[config.mk]
export PLATFORM = sky130hd
export DESIGN_NAME = imem_loader
export DESIGN_NICKNAME = d
export VERILOG_FILES = /design/src/rtl/imem_loader.sv
export SDC_FILE = /design/constraint.sdc
export NUM_CORES = 1
export LEC_CHECK = 0
export ABC_AREA = 0
export CAP_MARGIN = 20
export CORE_MARGIN = 2
export CORE_UTILIZATION = 53
export CTS_BUF_LIST = sky130_fd_sc_hd__clkbuf_4 sky130_fd_sc_hd__clkbuf_8 sky130_fd_sc_hd__clkbuf_16
export DETAILED_ROUTE_END_ITERATION = 8
export HOLD_SLACK_MARGIN = 0.1
export PLACE_DENSITY = 0.88
export SYNTH_ARGS = -nofsm -noshare
export SYNTH_HDL_FRONTEND = slang
export SYNTH_SLANG_ARGS = --single-unit
[constraint.sdc]
create_clock -name clock -period 2.5 [get_ports clock]
set_input_delay 0.5 -clock clock [delete_from_list [all_inputs] [get_ports clock]]
set_output_delay 0.5 -clock clock [all_outputs]
set_load 0.05 [all_outputs]
[src/rtl/imem_loader.sv]
// imem_loader: boot-time loader that parses a 16-bit big-endian word-count header
// from a valid/ready byte stream, packs bytes big-endian into 32-bit words and
// writes them to instruction memory from address 0, then releases the core.
// Ports:
//   clock, reset_n                  - clock and async active-low reset
//   in_data/in_valid/in_ready       - byte stream handshake
//   imem_we/imem_addr/imem_wdata    - instruction-memory write port (one strobe per word)
//   cpu_run                         - load complete, core may fetch from PC 0
//   error                           - header count exceeded DEPTH
//   words_loaded                    - words written so far (saturates at header count)
module imem_loader #(
  parameter int ADDR_W = 10,
  parameter int DEPTH  = 1024
) (
  input  logic              clock,
  input  logic              reset_n,
  input  logic [7:0]        in_data,
  input  logic              in_valid,
  output logic              in_ready,
  output logic              imem_we,
  output logic [ADDR_W-1:0] imem_addr,
  output logic [31:0]       imem_wdata,
  output logic              cpu_run,
  output logic              error,
  output logic [ADDR_W:0]   words_loaded
);

  typedef enum logic [2:0] {
    S_IDLE,
    S_HDR_HI,
    S_HDR_LO,
    S_DATA,
    S_COMMIT,
    S_DONE,
    S_ERROR
  } state_t;

  localparam logic [16:0]       DEPTH_L = 17'(DEPTH);
  localparam logic [ADDR_W-1:0] ONE_A   = {{(ADDR_W-1){1'b0}}, 1'b1};
  localparam logic [ADDR_W:0]   ONE_W   = {{ADDR_W{1'b0}}, 1'b1};

  state_t            state;
  state_t            state_nxt;
  logic [15:0]       count;
  logic [1:0]        bi;
  logic [23:0]       partial;     // bytes 0..2 of the word being assembled
  logic [ADDR_W-1:0] next_addr;   // address the next completed word goes to
  logic              xfer;
  logic              last_word;
  logic [15:0]       hdr_full;

  // State register
  always_ff @(posedge clock or negedge reset_n) begin
    if (!reset_n) begin
      state <= S_IDLE;
    end else begin
      state <= state_nxt;
    end
  end

  // Next state and state-decoded outputs
  always_comb begin
    state_nxt = state;
    in_ready  = 1'b0;
    cpu_run   = 1'b0;
    error     = 1'b0;
    hdr_full  = {count[15:8], in_data};
    // The transfer at bi==3 completes word number words_loaded+1.
    last_word = (bi == 2'd3) && ((16'(words_loaded) + 16'd1) == count);

    case (state)
      S_IDLE:   state_nxt = S_HDR_HI;
      S_HDR_HI: in_ready  = 1'b1;
      S_HDR_LO: in_ready  = 1'b1;
      S_DATA:   in_ready  = 1'b1;
      S_COMMIT: state_nxt = S_DONE;
      S_DONE:   cpu_run   = 1'b1;
      S_ERROR:  error     = 1'b1;
      default:  state_nxt = S_IDLE;
    endcase

    xfer = in_valid && in_ready;

    if (xfer) begin
      case (state)
        S_HDR_HI: state_nxt = S_HDR_LO;
        S_HDR_LO: begin
          if (hdr_full == 16'd0) begin
            state_nxt = S_DONE;
          end else if ({1'b0, hdr_full} > DEPTH_L) begin
            state_nxt = S_ERROR;
          end else begin
            state_nxt = S_DATA;
          end
        end
        S_DATA: begin
          if (last_word) begin
            state_nxt = S_COMMIT;
          end
        end
        default: ;
      endcase
    end
  end

  // Header capture, byte packing and write port
  always_ff @(posedge clock or negedge reset_n) begin
    if (!reset_n) begin
      count        <= 16'd0;
      bi           <= 2'd0;
      partial      <= 24'd0;
      next_addr    <= '0;
      imem_we      <= 1'b0;
      imem_addr    <= '0;
      imem_wdata   <= 32'd0;
      words_loaded <= '0;
    end else begin
      imem_we <= 1'b0;
      if (xfer) begin
        case (state)
          S_HDR_HI: count[15:8] <= in_data;
          S_HDR_LO: count[7:0]  <= in_data;
          S_DATA: begin
            bi <= bi + 2'd1;
            if (bi != 2'd3) begin
              partial <= {partial[15:0], in_data};
            end else begin
              imem_we    <= 1'b1;
              imem_wdata <= {partial, in_data};
              imem_addr  <= next_addr;
              // May wrap to 0 after DEPTH-1; the FSM leaves DATA on that word.
              next_addr  <= next_addr + ONE_A;
              if (16'(words_loaded) < count) begin
                words_loaded <= words_loaded + ONE_W;
              end
            end
          end
          default: ;
        endcase
      end
    end
  end

endmodule

==> impl_results.md, run 1 <==
* Status: completed
* Grt total ovfl at 0
* Finish-stage setup viols at 0
* Final antenna-violating net count at 0
* Port Buf Inserts at 67
* Type of the tightest min-delay check: input pin to async pin
* Clock skew at 0.0119 ns
* Sink Count at 109
* Final Instance Count excl. Fillers at 695
* Sequential fraction of the synthesis area at 54.0%
* Final weighted congestion of routability-driven global placement at 0.926
* Largest fanout on the critical path at 12
* Die area at 0.0103 sq mm
* Wire length of the first global-routing pass at 18.8 mm
* CP Capture Type: primary output
* Sequential share of power at 40.4%
* Lkg Pwr at 2.97 nW
* Post-synthesis net count at 510
* Ratio of total power to cell area at 1210 mW/mm^2
* TritonCTS buffer count at 9
* Hpwl dp at 8.13 mm
* Actual slew at the worst max-slew pin at 0.640 ns
* # diodes at 0
* Min Clock Period, post-route at 2.44 ns
* Maximum vdd ir drop at 0.798 mV
* Antenna violations before repair at 0
* Pin count of the biggest net entering global routing at 49
* Cell area after synthesis at 0.00505 sq mm
* Post-CTS Setup Bufs at 0
* Max cap viols at 0
* Vias per Instance at 5.58
* Vias in the first global route at 3845
* Final Max Tran Viols at 0
* Relative area change from synthesis to final layout at 21.7%
* H-tree depth at 3
* Global router's overall resource usage at 23.4%
* Initial detailed-routing violation count at 303
* Count of pins on the block boundary at 68
* Register clock-pin slew on the reported worst setup and hold paths at 0.11 ns
* Internal cell power at 4.12 mW
* Largest area contributor in the synthesized netlist: sky130_fd_sc_hd__dfrtp_1
* Max Clock Freq at 0.409 GHz
* Power dissipated by switching net loads at 3.31 mW
* # hold bufs at CTS at 0
* Mean cell area of the mapped netlist at 10.4 sq um
* CTS tree: built
* Wire length reported by the detailed router at 11.5 mm
* Master cell of the clock root buffer: sky130_fd_sc_hd__clkbuf_8
* Most numerous cell in the Yosys netlist: sky130_fd_sc_hd__nand2_1
* Placeable core area at 0.00924 sq mm
* Total Neg Setup Slack at 0 ns
* Number of cells in the design after placement at 679
* DRC viols at 0
* Post-route fraction of the period consumed by the critical path at 97.7%
* Starting density of the core at 54.6%
* Total vias in the final route at 3875
* Routed wirelength normalized by instance count at 16.6 um
* Worst skew pair latency at 0.38 ns
* Synth Register Bits at 109
* Asr flop ratio synth at 100%
* Most used DFF post-synth: sky130_fd_sc_hd__dfrtp_1
* Portion of total power attributed to combinational logic at 45.2%
* Number of enable flip-flop cells after synthesis at 0
* Die width at 102 um
* Crit path required time at 2.00 ns
* Share of cells above drive strength 1 at 14.1%
* Setup repair after global routing missed its margin: false
* Clock share of power at 14.5%
* Clk buf depth at 2
* Count of final hold-check violations at 0
* TritonRoute pass-1 iters at 5
* Kind of start point of the critical path: flop
* Most used standard cells in the synthesized netlist: sky130_fd_sc_hd__nand2_1, sky130_fd_sc_hd__dfrtp_1, sky130_fd_sc_hd__mux2_2, sky130_fd_sc_hd__o21ai_0, sky130_fd_sc_hd__xnor2_1
* Syn. warnings at 0
* Worst setup path category: flop to primary output
* Dominant cells by area after synthesis: sky130_fd_sc_hd__dfrtp_1, sky130_fd_sc_hd__nand2_1, sky130_fd_sc_hd__mux2_2
* Number of rows created at floorplan at 35
* Height of the chip at 102 um
* Switching Fraction at 44.5%
* Synthesized instance count at 485
* Yosys cell types at 59
* Worst rel slew slack at 57.3%
* Portion of synthesized cell area occupied by the leading cell type at 54.0%
* Final net count at 586
* Data arrival time of the worst path at 1.94 ns
[power groups by stage]
stage	clock, mW	sequential, mW	combinational, mW
floorplan	0	3.80	1.41
global placement	0	2.98	3.21
detailed placement	0	3.01	3.34
CTS	1.08	2.98	3.37
global route	1.16	3.08	3.58
finish	1.07	3.00	3.35
[state kept, by name, indices dropped and copies added (netlist names)]
register,cells
imem_wdata,32
partial,24
count,16
words_loaded,11
imem_addr,10
next_addr,10
state,3
bi,2
imem_we,1
[logic make-up (layout without fill, tap and decap cells)]
family,count (synthesis),in the layout,share of synthesized area [%]
multiplexers,33,33,7.34
buffers and inverters,32,113,3.10
flip-flops,109,109,54.0
adder cells (fa/ha/maj),14,14,3.47
AND/OR/NAND/NOR,222,222,20.5
AO/OA/AOI/OAI,47,47,6.69
XOR/XNOR,28,28,4.86
[timing repair]
action	CTS	global route
hold endpoints to repair	0	0
setup endpoints to repair	0	1
resized for setup	0	1
[cells in the final DEF, fill, tap and decap left out, drive strengths merged, types with 2 or more instances in the layout]
master and n:
nand2 153, dfrtp 109, clkdlybuf4s50 65, mux2 32, buf 18, inv 17, o21ai 16, xnor2 15
ha 14, xor2 13, nand3 11, nor2 11, clkbuf 9, and3 8, nor3 8, nand4 6
nor4 6, a21oi 5, o211ai 4, nand2b 4, a21o 4, nor2b 3, clkinv 3, and3b 2
a31oi 2, a211oi 2, a2111oi 2, or4 2, nor3b 2
[critical path: stages, from the launching register on]
cell and delay [ns]:
sky130_fd_sc_hd__dfrtp_1 0.52, sky130_fd_sc_hd__and3b_1 0.26, sky130_fd_sc_hd__clkdlybuf4s50_1 0.79
[per-layer routing]
layer / track usage [%] / up-vias / wire length, um
li1: - / 1779 / -
met1: 29.7 / 1913 / 4670
met2: 39.3 / 153 / 5860
met3: 4.76 / 30 / 729
met4: 9.46 / 0 / 261
met5: 0 / - / 0
[stage by stage]
stage	util [%]	hold WS [ns]	power [mW]	worst slack [ns]	cell area, sq um
after floorplan	-	0.204	5.20	0.117	5050
after global placement	64.3	0.446	6.19	0.133	5940
after detailed placement	64.3	0.449	6.35	0.0696	5940
after CTS	66.4	0.116	7.44	0.0568	6140
after global routing	66.5	0.137	7.82	0.00682	6140
final	66.5	0.108	7.43	0.0565	6140
[final cells by class]
type	instances	area, sq um
inverter	13	48.8
sequential	109	2730
clock inverter	7	77.6
multi-input combinational	344	2170
fill	661	3100
tap	129	161
clock buffer	9	124
timing repair buffer	84	836
[path summary, 6_finish.rpt]
check	cells after the start	slack (ns)	endpoint	start
max in group asynchronous	2	1.68	state[1]	reset_n
worst max register to register	6	0.19	words_loaded[1]	words_loaded[4]
worst max-delay path	2	0.06	error	state[0]
worst min-delay path	1	0.11	words_loaded[0]	reset_n
min in group clock	2	0.49	imem_addr[8]	imem_addr[8]
worst min register to register	2	0.49	imem_addr[8]	imem_addr[8]
No activity file was read; power rests on OpenSTA's default activity.
==> run 2, diff against run 1 <==
==> constraint.sdc (replaced) <==
create_clock -name clock -period 2.5 [get_ports clock]
set_input_delay 0.5 -clock clock [delete_from_list [all_inputs] [get_ports clock]]
set_output_delay 0.5 -clock clock [all_outputs]
set_load 0.005 [all_outputs]
==> run 2 against run 1 <==
Compared with the run above: sequential cell count is the same; non-clock buffer count is the same; die area is the same; via count is the same; clock-buffer cell count is the same; clock power is essentially flat; final cell count is the same; global-route usage is the same; total power shrank 14%; utilization is essentially flat; first-iteration DRC count is the same; critical path depth grew 4.
==> impl_results.md, run 2 (same netlist as run 1, synthesis figures left out) <==
* End-of-flow core utilization at 66.4%
* Worst setup path category: flop to flop
* Initial detailed-routing violation count at 303
* Final weighted congestion of routability-driven global placement at 0.926
* Max cap viols at 0
* Finish-stage setup viols at 0
* Routed length on met3 at 727 um
* H-tree depth at 3
* Min Clock Period, post-route at 2.31 ns
* Count of cells resized by post-cts repair at 0
* Top Registers: imem_wdata: 32 flops, partial: 24 flops, count: 16 flops
* Routed wirelength normalized by instance count at 16.6 um
* Worst setup slack before clock tree synthesis at 0.0696 ns
* Count of final hold-check violations at 0
* Share of cells above drive strength 1 at 14.1%
* Wire length reported by the detailed router at 11.5 mm
* Grt total ovfl at 0
* Largest fanout on the critical path at 11
* Total Neg Setup Slack at 0 ns
* Master cell of the clock root buffer: sky130_fd_sc_hd__clkbuf_8
* Maximum vdd ir drop at 0.544 mV
* Global router's overall resource usage at 23.4%
* TritonRoute pass-1 iters at 5
* Register clock-pin slew on the reported worst setup and hold paths at 0.11 ns
* Tightest hold margin at 0.108 ns
* Vias in the first global route at 3845
* Final Max Tran Viols at 0
* Port Buf Inserts at 67
* Post-CTS Setup Bufs at 0
* Setup repair after global routing missed its margin: false
* Register with the highest flop count: imem_wdata
* Data arrival time of the worst path at 2.59 ns
* Area post-placement at 0.00594 sq mm
* Max Clock Freq at 0.432 GHz
* Relative area change from synthesis to final layout at 21.6%
* Wire length of the first global-routing pass at 18.8 mm
* Actual slew at the worst max-slew pin at 0.640 ns
* Worst rel slew slack at 57.3%
* Ratio of total power to cell area at 1040 mW/mm^2
* Clk buf depth at 2
* Type of the tightest min-delay check: input pin to async pin
* Placeable core area at 0.00924 sq mm
* Lkg Pwr at 2.96 nW
* Final net count at 586
* # diodes at 0
* Count of pins on the block boundary at 68
* Starting density of the core at 54.6%
* TritonCTS buffer count at 9
* Status: completed
* Die width at 102 um
* Commonest non-fill, non-tap cell in the layout: sky130_fd_sc_hd__nand2_1
* Max reg flops at 32
* Number of rows created at floorplan at 35
* DRC viols at 0
* Height of the chip at 102 um
* Final Cell Area at 0.00614 sq mm
* Kind of start point of the critical path: flop
* Post-route met1 wirelength at 4.67 mm
* Final antenna-violating net count at 0
* Worst skew pair latency at 0.38 ns
* CTS tree: built
* # hold bufs at CTS at 0
* Post-route fraction of the period consumed by the critical path at 92.6%
* Total vias in the final route at 3875
* Worst path setup slack after routing at 0.185 ns
* Crit path required time at 2.77 ns
* Highest-count cells in the layout ignoring fill and taps: sky130_fd_sc_hd__nand2_1, sky130_fd_sc_hd__dfrtp_1, sky130_fd_sc_hd__clkdlybuf4s50_1
* Clock skew at 0.0119 ns
* Met2 wire len at 5.86 mm
* Hpwl dp at 8.13 mm
* Antenna violations before repair at 0
* Highest metal used: met4
* Vias per Instance at 5.58
* CP Capture Type: flop
* Pin count of the biggest net entering global routing at 49
* Sink Count at 109
* Die area at 0.0103 sq mm
run 2: final timing paths:
path	startpoint	end	slack [ns]	cells past startpoint
max	words_loaded[4]	words_loaded[1]	0.19	6
min	reset_n	words_loaded[0]	0.11	1
max reg2reg	words_loaded[4]	words_loaded[1]	0.19	6
min reg2reg	imem_addr[8]	imem_addr[8]	0.49	2
max in group asynchronous	reset_n	state[1]	1.68	2
min in group clock	imem_addr[8]	imem_addr[8]	0.49	2
run 2: final cells by class:
cell class / count / area, sq um
Tap cell: 129 / 161
Fill cell: 662 / 3100
Clock inverter: 7 / 77.6
Sequential cell: 109 / 2730
Inverter: 13 / 48.8
Multi-Input combinational cell: 344 / 2170
Clock buffer: 9 / 124
Timing Repair Buffer: 84 / 833
run 2: critical path, stage by stage (launching register included):
cell                       delay (ns)
sky130_fd_sc_hd__dfrtp_1         0.48
sky130_fd_sc_hd__ha_1            0.34
sky130_fd_sc_hd__o21a_1          0.14
sky130_fd_sc_hd__o211ai_1        0.08
sky130_fd_sc_hd__a31o_2          0.26
sky130_fd_sc_hd__a21oi_2         0.53
sky130_fd_sc_hd__mux2_1          0.37
run 2: layer usage:
layer / GRT usage, % / up-vias
li1: - / 1779
met1: 29.7 / 1913
met2: 39.3 / 153
met3: 4.76 / 30
met4: 9.46 / 0
met5: 0 / -
run 2: power by group:
| group | switching [mW] | internal [mW] |
|---|---|---|
| registers | 0.580 | 2.42 |
| clock network | 0.675 | 0.399 |
| logic | 1.02 | 1.30 |
| total | 2.28 | 4.12 |
run 2: through the flow:
step	std cells	total power, mW
final	695	6.40
after global routing	695	6.80
after CTS	695	6.41
after detailed placement	679	5.33
after global placement	679	5.16
after floorplan	485	4.19
==> run 3, diff against run 2 <==
--- a/config.mk
+++ b/config.mk
@@ -5,7 +5,6 @@
 export SDC_FILE = /design/constraint.sdc
 export NUM_CORES = 1
 export LEC_CHECK = 0
-export ABC_AREA = 0
 export CAP_MARGIN = 20
 export CORE_MARGIN = 2
 export CORE_UTILIZATION = 53
==> results of run 3 <==
No change in the layout: final DEF, timing and power equal those of run 2.
